### src/rtl/jtag_tap_controller.sv
// IEEE 1149.1 TAP controller: TMS-decoded state machine, instruction register,
// IDCODE hand-off to the 32-bit serial transmitter and TDO multiplexing.
module jtag_tap_controller #(
   parameter int                  IR_WIDTH     = 4,
   parameter logic [31:0]         IDCODE_VALUE = 32'h1BEEF0D7,
   parameter logic [IR_WIDTH-1:0] IDCODE_INSTR = 4'b0001,
   parameter logic [IR_WIDTH-1:0] BYPASS_INSTR = 4'b1111
) (
   input  logic                clk,
   input  logic                reset,
   input  logic                tms,
   input  logic                tdi,
   input  logic                tx_out,
   input  logic                tx_done,
   output logic                tx_enable,
   output logic [31:0]         tx_data,
   output logic                tdo,
   output logic [3:0]          state,
   output logic [IR_WIDTH-1:0] ir,
   output logic                shift_dr,
   output logic                capture_dr,
   output logic                update_dr,
   output logic                shift_ir
);

   typedef enum logic [3:0] {
      TLR      = 4'hF,
      RTI      = 4'hC,
      SEL_DR   = 4'h7,
      CAP_DR   = 4'h6,
      SHIFT_DR = 4'h2,
      EXIT1_DR = 4'h1,
      PAUSE_DR = 4'h3,
      EXIT2_DR = 4'h0,
      UPD_DR   = 4'h5,
      SEL_IR   = 4'h4,
      CAP_IR   = 4'hE,
      SHIFT_IR = 4'hA,
      EXIT1_IR = 4'h9,
      PAUSE_IR = 4'hB,
      EXIT2_IR = 4'h8,
      UPD_IR   = 4'hD
   } tap_state_t;

   localparam logic [IR_WIDTH-1:0] IR_CAPTURE = IR_WIDTH'(1);

   function automatic tap_state_t next_state(input tap_state_t s, input logic t);
      case (s)
         TLR:      return t ? TLR      : RTI;
         RTI:      return t ? SEL_DR   : RTI;
         SEL_DR:   return t ? SEL_IR   : CAP_DR;
         CAP_DR:   return t ? EXIT1_DR : SHIFT_DR;
         SHIFT_DR: return t ? EXIT1_DR : SHIFT_DR;
         EXIT1_DR: return t ? UPD_DR   : PAUSE_DR;
         PAUSE_DR: return t ? EXIT2_DR : PAUSE_DR;
         EXIT2_DR: return t ? UPD_DR   : SHIFT_DR;
         UPD_DR:   return t ? SEL_DR   : RTI;
         SEL_IR:   return t ? TLR      : CAP_IR;
         CAP_IR:   return t ? EXIT1_IR : SHIFT_IR;
         SHIFT_IR: return t ? EXIT1_IR : SHIFT_IR;
         EXIT1_IR: return t ? UPD_IR   : PAUSE_IR;
         PAUSE_IR: return t ? EXIT2_IR : PAUSE_IR;
         EXIT2_IR: return t ? UPD_IR   : SHIFT_IR;
         UPD_IR:   return t ? SEL_DR   : RTI;
         default:  return TLR;
      endcase
   endfunction

   tap_state_t          cur_state;
   tap_state_t          nxt_state;
   logic [IR_WIDTH-1:0] ir_shift;
   logic                bypass_reg;
   logic                tdo_r;
   logic                tdo_next;
   logic                idcode_sel;
   logic                unused_tx_done;

   assign nxt_state      = next_state(cur_state, tms);
   assign unused_tx_done = tx_done;

   // The all-ones opcode is always BYPASS, even if IDCODE_INSTR is misconfigured to match it.
   assign idcode_sel = (ir == IDCODE_INSTR) && (ir != BYPASS_INSTR);

   // NOTE: sequential state uses non-blocking (<=) so every register samples pre-edge values.
   always_ff @(posedge clk) begin
      if (reset) begin
         cur_state  <= TLR;
         ir         <= IDCODE_INSTR;
         ir_shift   <= '0;
         bypass_reg <= 1'b0;
      end else begin
         cur_state <= nxt_state;
         case (cur_state)
            CAP_IR:   ir_shift <= IR_CAPTURE;
            SHIFT_IR: ir_shift <= {tdi, ir_shift[IR_WIDTH-1:1]};
            CAP_DR:   if (!idcode_sel) bypass_reg <= 1'b0;
            SHIFT_DR: if (!idcode_sel) bypass_reg <= tdi;
            default:  ;
         endcase
         if (nxt_state == TLR)
            ir <= IDCODE_INSTR;
         else if (cur_state == UPD_IR)
            ir <= ir_shift;
      end
   end

   // NOTE: give every always_comb output a default first so no path infers a latch.
   always_comb begin
      tdo_next = 1'b0;
      if (cur_state == SHIFT_IR)
         tdo_next = ir_shift[0];
      else if ((cur_state == SHIFT_DR) && !idcode_sel)
         tdo_next = bypass_reg;
   end

   // TDO changes on the falling edge so the external tester samples it stably on the rising edge.
   always_ff @(negedge clk) begin
      if (reset)
         tdo_r <= 1'b0;
      else
         tdo_r <= tdo_next;
   end

   assign tx_enable  = idcode_sel && ((cur_state == SHIFT_DR) || (cur_state == EXIT1_DR));
   assign tx_data    = idcode_sel ? IDCODE_VALUE : 32'h0;
   assign tdo        = tx_enable ? tx_out : tdo_r;

   assign state      = cur_state;
   assign shift_dr   = (cur_state == SHIFT_DR);
   assign capture_dr = (cur_state == CAP_DR);
   assign update_dr  = (cur_state == UPD_DR);
   assign shift_ir   = (cur_state == SHIFT_IR);

endmodule

### config.mk
export PLATFORM = sky130hd
export DESIGN_NAME = jtag_tap_controller
export DESIGN_NICKNAME = d
export VERILOG_FILES = /design/src/rtl/jtag_tap_controller.sv
export SDC_FILE = /design/constraint.sdc
export NUM_CORES = 1
export LEC_CHECK = 0
export BUFFER_PORTS_ARGS = -buffer_cell sky130_fd_sc_hd__buf_2
export CAP_MARGIN = 20
export CELL_PAD_IN_SITES_DETAIL_PLACEMENT = 2
export CELL_PAD_IN_SITES_GLOBAL_PLACEMENT = 2
export CORE_MARGIN = 5
export CORE_UTILIZATION = 26
export DETAILED_ROUTE_END_ITERATION = 16
export PLACE_DENSITY = 0.88
export SLEW_MARGIN = 5
export SYNTH_ARGS = -nofsm -noshare
export SYNTH_HDL_FRONTEND = slang
export SYNTH_SLANG_ARGS = --single-unit
export TNS_END_PERCENT = 20
### constraint.sdc
create_clock -name clk -period 2.25 [get_ports clk]
set_input_delay 0.1125 -clock clk [delete_from_list [all_inputs] [get_ports clk]]
set_output_delay 0.1125 -clock clk [all_outputs]
set_load 0.05 [all_outputs]
# Yosys cells after proc, flatten, opt, wreduce, memory -nomap -nowiden

Index checks and enable logic that the tools add are counted.

Register bits after elaboration: 14
Output and inout port bits: 46
Word-level logic and storage cells: 59

Eq/ne operators: 20
Mux-type cells: 21
Reductions and logical operators: 13

Operator list:

| cell                                                | number |
|---|---|
| case mux 4 bit (12 select lines)                    | 1 |
| equality test 4 bit, second input constant          | 9 |
| 2-to-1 mux 29 bit                                   | 1 |
| equality test 4 x 3 -> 1 bit, second input constant | 4 |
| 2-to-1 mux 2 bit                                    | 6 |
| 2-to-1 mux 3 bit                                    | 4 |
| equality test 4 x 1 -> 1 bit, second input constant | 2 |
| equality test 4 x 2 -> 1 bit, second input constant | 2 |
| case mux 4 bit (2 select lines)                     | 1 |
| 2-to-1 mux 1 bit                                    | 6 |
| OR reduction 2 bit                                  | 3 |
| logical NOT 4 bit                                   | 1 |
| 2-to-1 mux 4 bit                                    | 1 |
| inequality test 2 bit, second input constant        | 2 |
| inequality test 4 bit, second input constant        | 1 |
| nonzero test 2 bit                                  | 2 |
| logical AND 1 bit                                   | 3 |
| AND reduction 3 bit                                 | 1 |
| OR reduction 3 bit                                  | 1 |
| case mux 1 bit (2 select lines)                     | 1 |
| logical NOT 1 bit                                   | 1 |
| logical OR 1 bit                                    | 1 |

# Depth between registers and ports, before layout

Gate-level depths: netlist of run 1.

Depth in word-level cells: 6
Depth in mapped cells: 5
Depth with buffers taken out: 4

==> impl_metrics.yaml, run 1 <==
status:
  status: "complete, but fails checks"
  violations: "negative setup slack"
detailed_routing:
  wl_per_cell_um: 14.9
  routed_wl_mm: 2.74
  vias: 834
  drc_errors: 0
  drt-pass1-iter-count: 3
  ant_nets: 0
  drtIter0Drc: 3
  vias_per_cell: 4.53
power_and_ir_drop:
  p_switching_uw: 407
  pwr-share-comb_pct: 38.4
  power.internal_uw: 491
  vdd_ir_drop_max_v: 0.000378
  power.leakage_uw: 0.000563
  p_seq_share_pct: 32.2
  swShare_pct: 45.3
  p_total_uw: 899
  clkPwrFrac_pct: 29.4
  powerDensity_mw_per_mm2: 772
hold_path:
  hp-start: "tms"
  min_path_type: "in2reg"
  holdPathEnd: "state[1]"
  holdPathStages: 3
clocking:
  ctsHoldBuffers: 0
  clk_pin_slew_worst_paths_ps: 60
  cts_root_buf: "clkbuf_8"
  clock_sinks: 14
  cts.path.max_buffers: 2
  cts_tree: "done"
  clk_latency_ps: 310
  cts_made_buffers: 3
  htree_levels: 1
critical_path:
  endpoint_kind: "flop"
  crit_start: "ir[3]"
  rrSetupSlack_ps: -90
  r2r-start: "ir[3]"
  cp-start-kind: "flop"
  arrival_ps: 1400
  critical_path_required_ps: 1320
  timing.rr.end: "tdo_r"
  critPathKind: "reg2reg"
  crit_fanout: 2
  worst_r2r_path_depth: 3
floorplanning:
  initial_core_util_pct: 26.9
  row_count: 22
  die_x_um: 71.6
  die_height_um: 71.6
  design.die.area_mm2: 0.00512
  io-pin-count: 52
  core_mm2: 0.00366
synth:
  ys_ff_latch: 14
  synth.most_common_cell: "buf_4"
  synth_ff_type: "dfxtp_1"
  ys_async_sr_fraction_pct: 0
  yosysWarnings: 0
  synth-edff-count: 0
  syn_area_um2: 986
  ys_types: 38
  synthCells: 115
  yosysSeqAreaShare_pct: 28.4
  netlist.area_leader.share_pct: 28.4
  yosysTopAreaCell: "dfxtp_1"
  yosys-top-cells-area: "dfxtp_1 28%, buf_4 24%, mux2i_1 4.1%, nor2b_1 2.5%, nor3_1 2.5%"
  syn_avg_cell_area_um2: 8.57
  synth_common_cells: "32 x buf_4, 14 x dfxtp_1, 6 x nand2_1, 5 x inv_1, 5 x nor3_1"
timing:
  finalSetupViolCount: 2
  hold_viol_final: 0
  finalMaxSlewViolations: 0
  layout_setup_ws_ps: -88.2
  rsz0062_at_grt: "yes"
  fin_skew_ps: 61.2
placement:
  post-place-ws_ps: -118
  dpl.cell_count: 180
  dpl.hpwl_mm: 2.14
  gp_congestion: 0.734
  port_buffers: 38
grt:
  grt_pass1_wl_mm: 4.40
  gr-total-overflow: 0
  grt_antenna_before_repair: 0
  grtUsageTotal_pct: 11.1
  grt_max_degree: 23
  first_global_vias: 862
cells_and_area:
  nNetsFinal: 143
  area_delta_synth_final_pct: 18.0
  diodes: 0
  final_cells: 184
  layout-drive-gt1-share_pct: 45.6
  nFillCells: 437
job:
  drv_cap: 0
placed cells by master (no fill, tap or decap), types with 3 or more instances in the layout:
cell type and n:
nor2_1 4, a21oi_1 4, dfxtp_1 9, buf_4 6, conb_1 12, nor3_1 5
nand3_1 3, nand2_1 6, mux2i_1 4, dfxtp_4 4, inv_1 5, clkbuf_8 4
nor2b_1 4, buf_2 37
worst max path at each step:
stage,endpoint,slack (ps)
after floorplan,tdo_r,-450
after global placement,tdo_r,-60
after detailed placement,tdo_r,-120
after CTS,tdo_r,-100
after global routing,tdo_r,-110
final,tdo_r,-90
logic make-up (layout without fill, tap and decap cells):
kind of cell           count (synthesis)  after routing  share of synthesized area, %
AO/OA/AOI/OAI                         19             19                          15.4
multiplexers                           5              5                          5.58
AND/OR/NAND/NOR                       32             32                          19.7
other                                  1             12                         0.380
buffers and inverters                 44             54                          30.6
flip-flops                            14             14                          28.4
power groups by stage:
stage          Sequential (uW)  Clock [uW]  Combinational, uW
2_1_floorplan              304        5.56                335
3_3_place_gp               292        5.56                339
3_5_place_dp               295        5.56                346
4_1_cts                    290         269                348
5_1_grt                    293         279                363
6_report                   289         264                345
critical path, cell delays in order, from the launching register on:
cell	delay, ps
dfxtp_2	320
or4b_4	540
a32oi_2	230
nor2_1	60
metal layers:
| layer | up-vias | track usage (%) | part of all wire, % |
|---|---|---|---|
| met5 | - | 0 | 0 |
| met1 | 404 | 12.0 | 40 |
| met4 | 0 | 5.64 | 2.1 |
| li1 | 391 | - | - |
| met2 | 35 | 19.1 | 49 |
| met3 | 4 | 3.79 | 9.0 |
final cells by class:
cell class,instances,area (um2),area share [%]
Tap cell,48,60.1,5.16
Clock inverter,1,3.75,0.323
Sequential cell,14,297,25.5
Multi-Input combinational cell,68,483,41.5
Timing Repair Buffer,44,241,20.8
Clock buffer,4,55.1,4.73
Inverter,5,23.8,2.04
what timing repair did:
item,4_1_cts,5_1_grt
setup buffers,0,0
setup endpoints to repair,2,2
pin swaps,1,0
resized for setup,3,1
stage by stage:
step	util, %	instance area [um2]	hold WS (ps)	TNS, ps
finish	31.8	1160	193	-91.5
global route	31.8	1160	209	-144
CTS	31.7	1160	191	-115
detailed placement	29.9	1090	452	-118
global placement	29.9	1090	437	-63.4
floorplan	-	1090	192	-448
Power figures use the tool's default switching activity.
==> inputs of run 2 (changes only) <==
- PLACE_DENSITY: 0.88 -> default
- PLACE_DENSITY_LB_ADDON: default -> 0.1
- SLEW_MARGIN: 5 -> 20
==> run 2 against run 1 <==
- the flow still finishes with violations (negative setup slack)
- via count shrank 1.8%
- worst setup slack better by 43 ps
- clock skew is 9.6 ps higher
- sequential power is 3% lower
- highest routed layer unchanged
- global-route usage fell by 0.49 points
- core utilization rose by 0.31 points
- combinational power up 4%
- hold slack better by 12 ps
- flip-flop and latch count did not move
- first-iteration DRC count up 67%
==> impl_metrics.yaml, run 2 (synthesized netlist as in run 1, its figures left out) <==
floorplanning:
  initial_core_util_pct: 26.9
  design.die.area_mm2: 0.00512
  core_mm2: 0.00366
  die_height_um: 71.6
  die_x_um: 71.6
  io-pin-count: 52
  row_count: 22
hold_path:
  holdPathStages: 3
  hp-start: "tms"
  holdPathEnd: "state[1]"
  min_path_type: "in2reg"
critical_path:
  worst_r2r_path_depth: 3
  critical_path_required_ps: 1320
  cp-start-kind: "flop"
  critPathKind: "reg2reg"
  crit_fanout: 2
  endpoint_kind: "flop"
  timing.rr.end: "tdo_r"
  r2r-start: "ir[3]"
  rrSetupSlack_ps: -40
  arrival_ps: 1360
status:
  status: "complete, but fails checks"
  violations: "negative setup slack"
timing:
  layout_setup_ws_ps: -44.9
  fin_skew_ps: 70.8
  rsz0062_at_grt: "yes"
  timing.hold.ws_ps: 204
  hold_viol_final: 0
  finalMaxSlewViolations: 0
  finalSetupViolCount: 2
power_and_ir_drop:
  p_switching_uw: 399
  clkPwrFrac_pct: 28.6
  p_seq_share_pct: 31.2
  vdd_ir_drop_max_v: 0.000260
  powerDensity_mw_per_mm2: 761
  power.leakage_uw: 0.000560
  swShare_pct: 44.6
  pwr-share-comb_pct: 40.3
  power.internal_uw: 495
grt:
  grtUsageTotal_pct: 10.6
  gr-total-overflow: 0
  grt_pass1_wl_mm: 4.33
  first_global_vias: 868
  grt_max_degree: 23
  grt_antenna_before_repair: 0
placement:
  placed_area_mm2: 0.00111
  dpl.hpwl_mm: 2.16
  post-place-ws_ps: -96.9
  port_buffers: 38
  gp_congestion: 0.729
clocking:
  cts_root_buf: "clkbuf_8"
  htree_levels: 1
  cts_made_buffers: 3
  clock_sinks: 14
  clk_pin_slew_worst_paths_ps: 60
  cts.path.max_buffers: 2
  cts_tree: "done"
  clk_latency_ps: 310
  post_cts_buffers: 0
  ctsHoldBuffers: 0
cells_and_area:
  area_delta_synth_final_pct: 19.2
  stdcell_area_mm2: 0.00117
  fin_util_pct: 32.1
  layout-drive-gt1-share_pct: 45.7
  diodes: 0
  layout_commonest_cell: "buf_2"
  nNetsFinal: 145
  final_cell_mix: "37 x buf_2, 12 x conb_1, 9 x dfxtp_1"
  nFillCells: 420
detailed_routing:
  vias_per_cell: 4.40
  routed_wl_mm: 2.72
  drc_errors: 0
  drt-pass1-iter-count: 4
  vias: 819
  wl_per_cell_um: 14.6
  ant_nets: 0
  drtIter0Drc: 5
job:
  drv_cap: 0
## run 2: how the worst max path moves through the flow
stage               cells after the start  slack (ps)  startpoint     to
CTS                                     3         -50       ir[3]  tdo_r
finish                                  3         -40       ir[3]  tdo_r
floorplan                               4        -450    state[2]  tdo_r
global placement                        3         -70       ir[3]  tdo_r
global route                            3         -80       ir[3]  tdo_r
detailed placement                      3        -100       ir[3]  tdo_r
## run 2: cell type report
type	count	area, um2	share of cell area, %
clock buffers	4	55.1	4.69
clock inverters	1	3.75	0.319
inverters	5	23.8	2.02
multi-input cells	68	475	40.5
flip-flops and latches	14	297	25.2
well taps	48	60.1	5.11
repair buffers	46	260	22.2
## run 2: worst max-delay path, stage by stage (launching register included)
cell	delay (ps)
dfxtp_2	320
or4b_4	530
a32oi_1	210
nor2_1	50
## run 2: routing by layer
metal  part of all wire, %  vias to the layer above  wire length (um)  GRT usage, %
met5                     0                        -                 0             0
met4                  0.40                        0                11          2.51
met3                   8.3                        2               225          3.37
met2                    48                       36              1310          17.9
met1                    43                      386              1170          13.0
li1                      -                      395                 -             -
## run 2: what timing repair did
action	in CTS	in global routing
resized for setup	2	2
setup endpoints to repair	2	2
pin swaps	0	1
## run 2: power by group through the flow
stage          combinational (uW)  sequential [uW]  clock [uW]
2_1_floorplan                 335              304        5.56
3_3_place_gp                  360              283        5.56
3_5_place_dp                  362              284        5.56
4_1_cts                       364              278         264
5_1_grt                       379              281         279
6_report                      360              279         256
## run 2: through the flow
step	std cells	TNS (ps)	total power, uW
2_1_floorplan	126	-448	645
3_3_place_gp	182	-69.0	648
3_5_place_dp	182	-96.9	652
4_1_cts	186	-62.5	906
5_1_grt	186	-131	938
6_report	186	-54.6	894
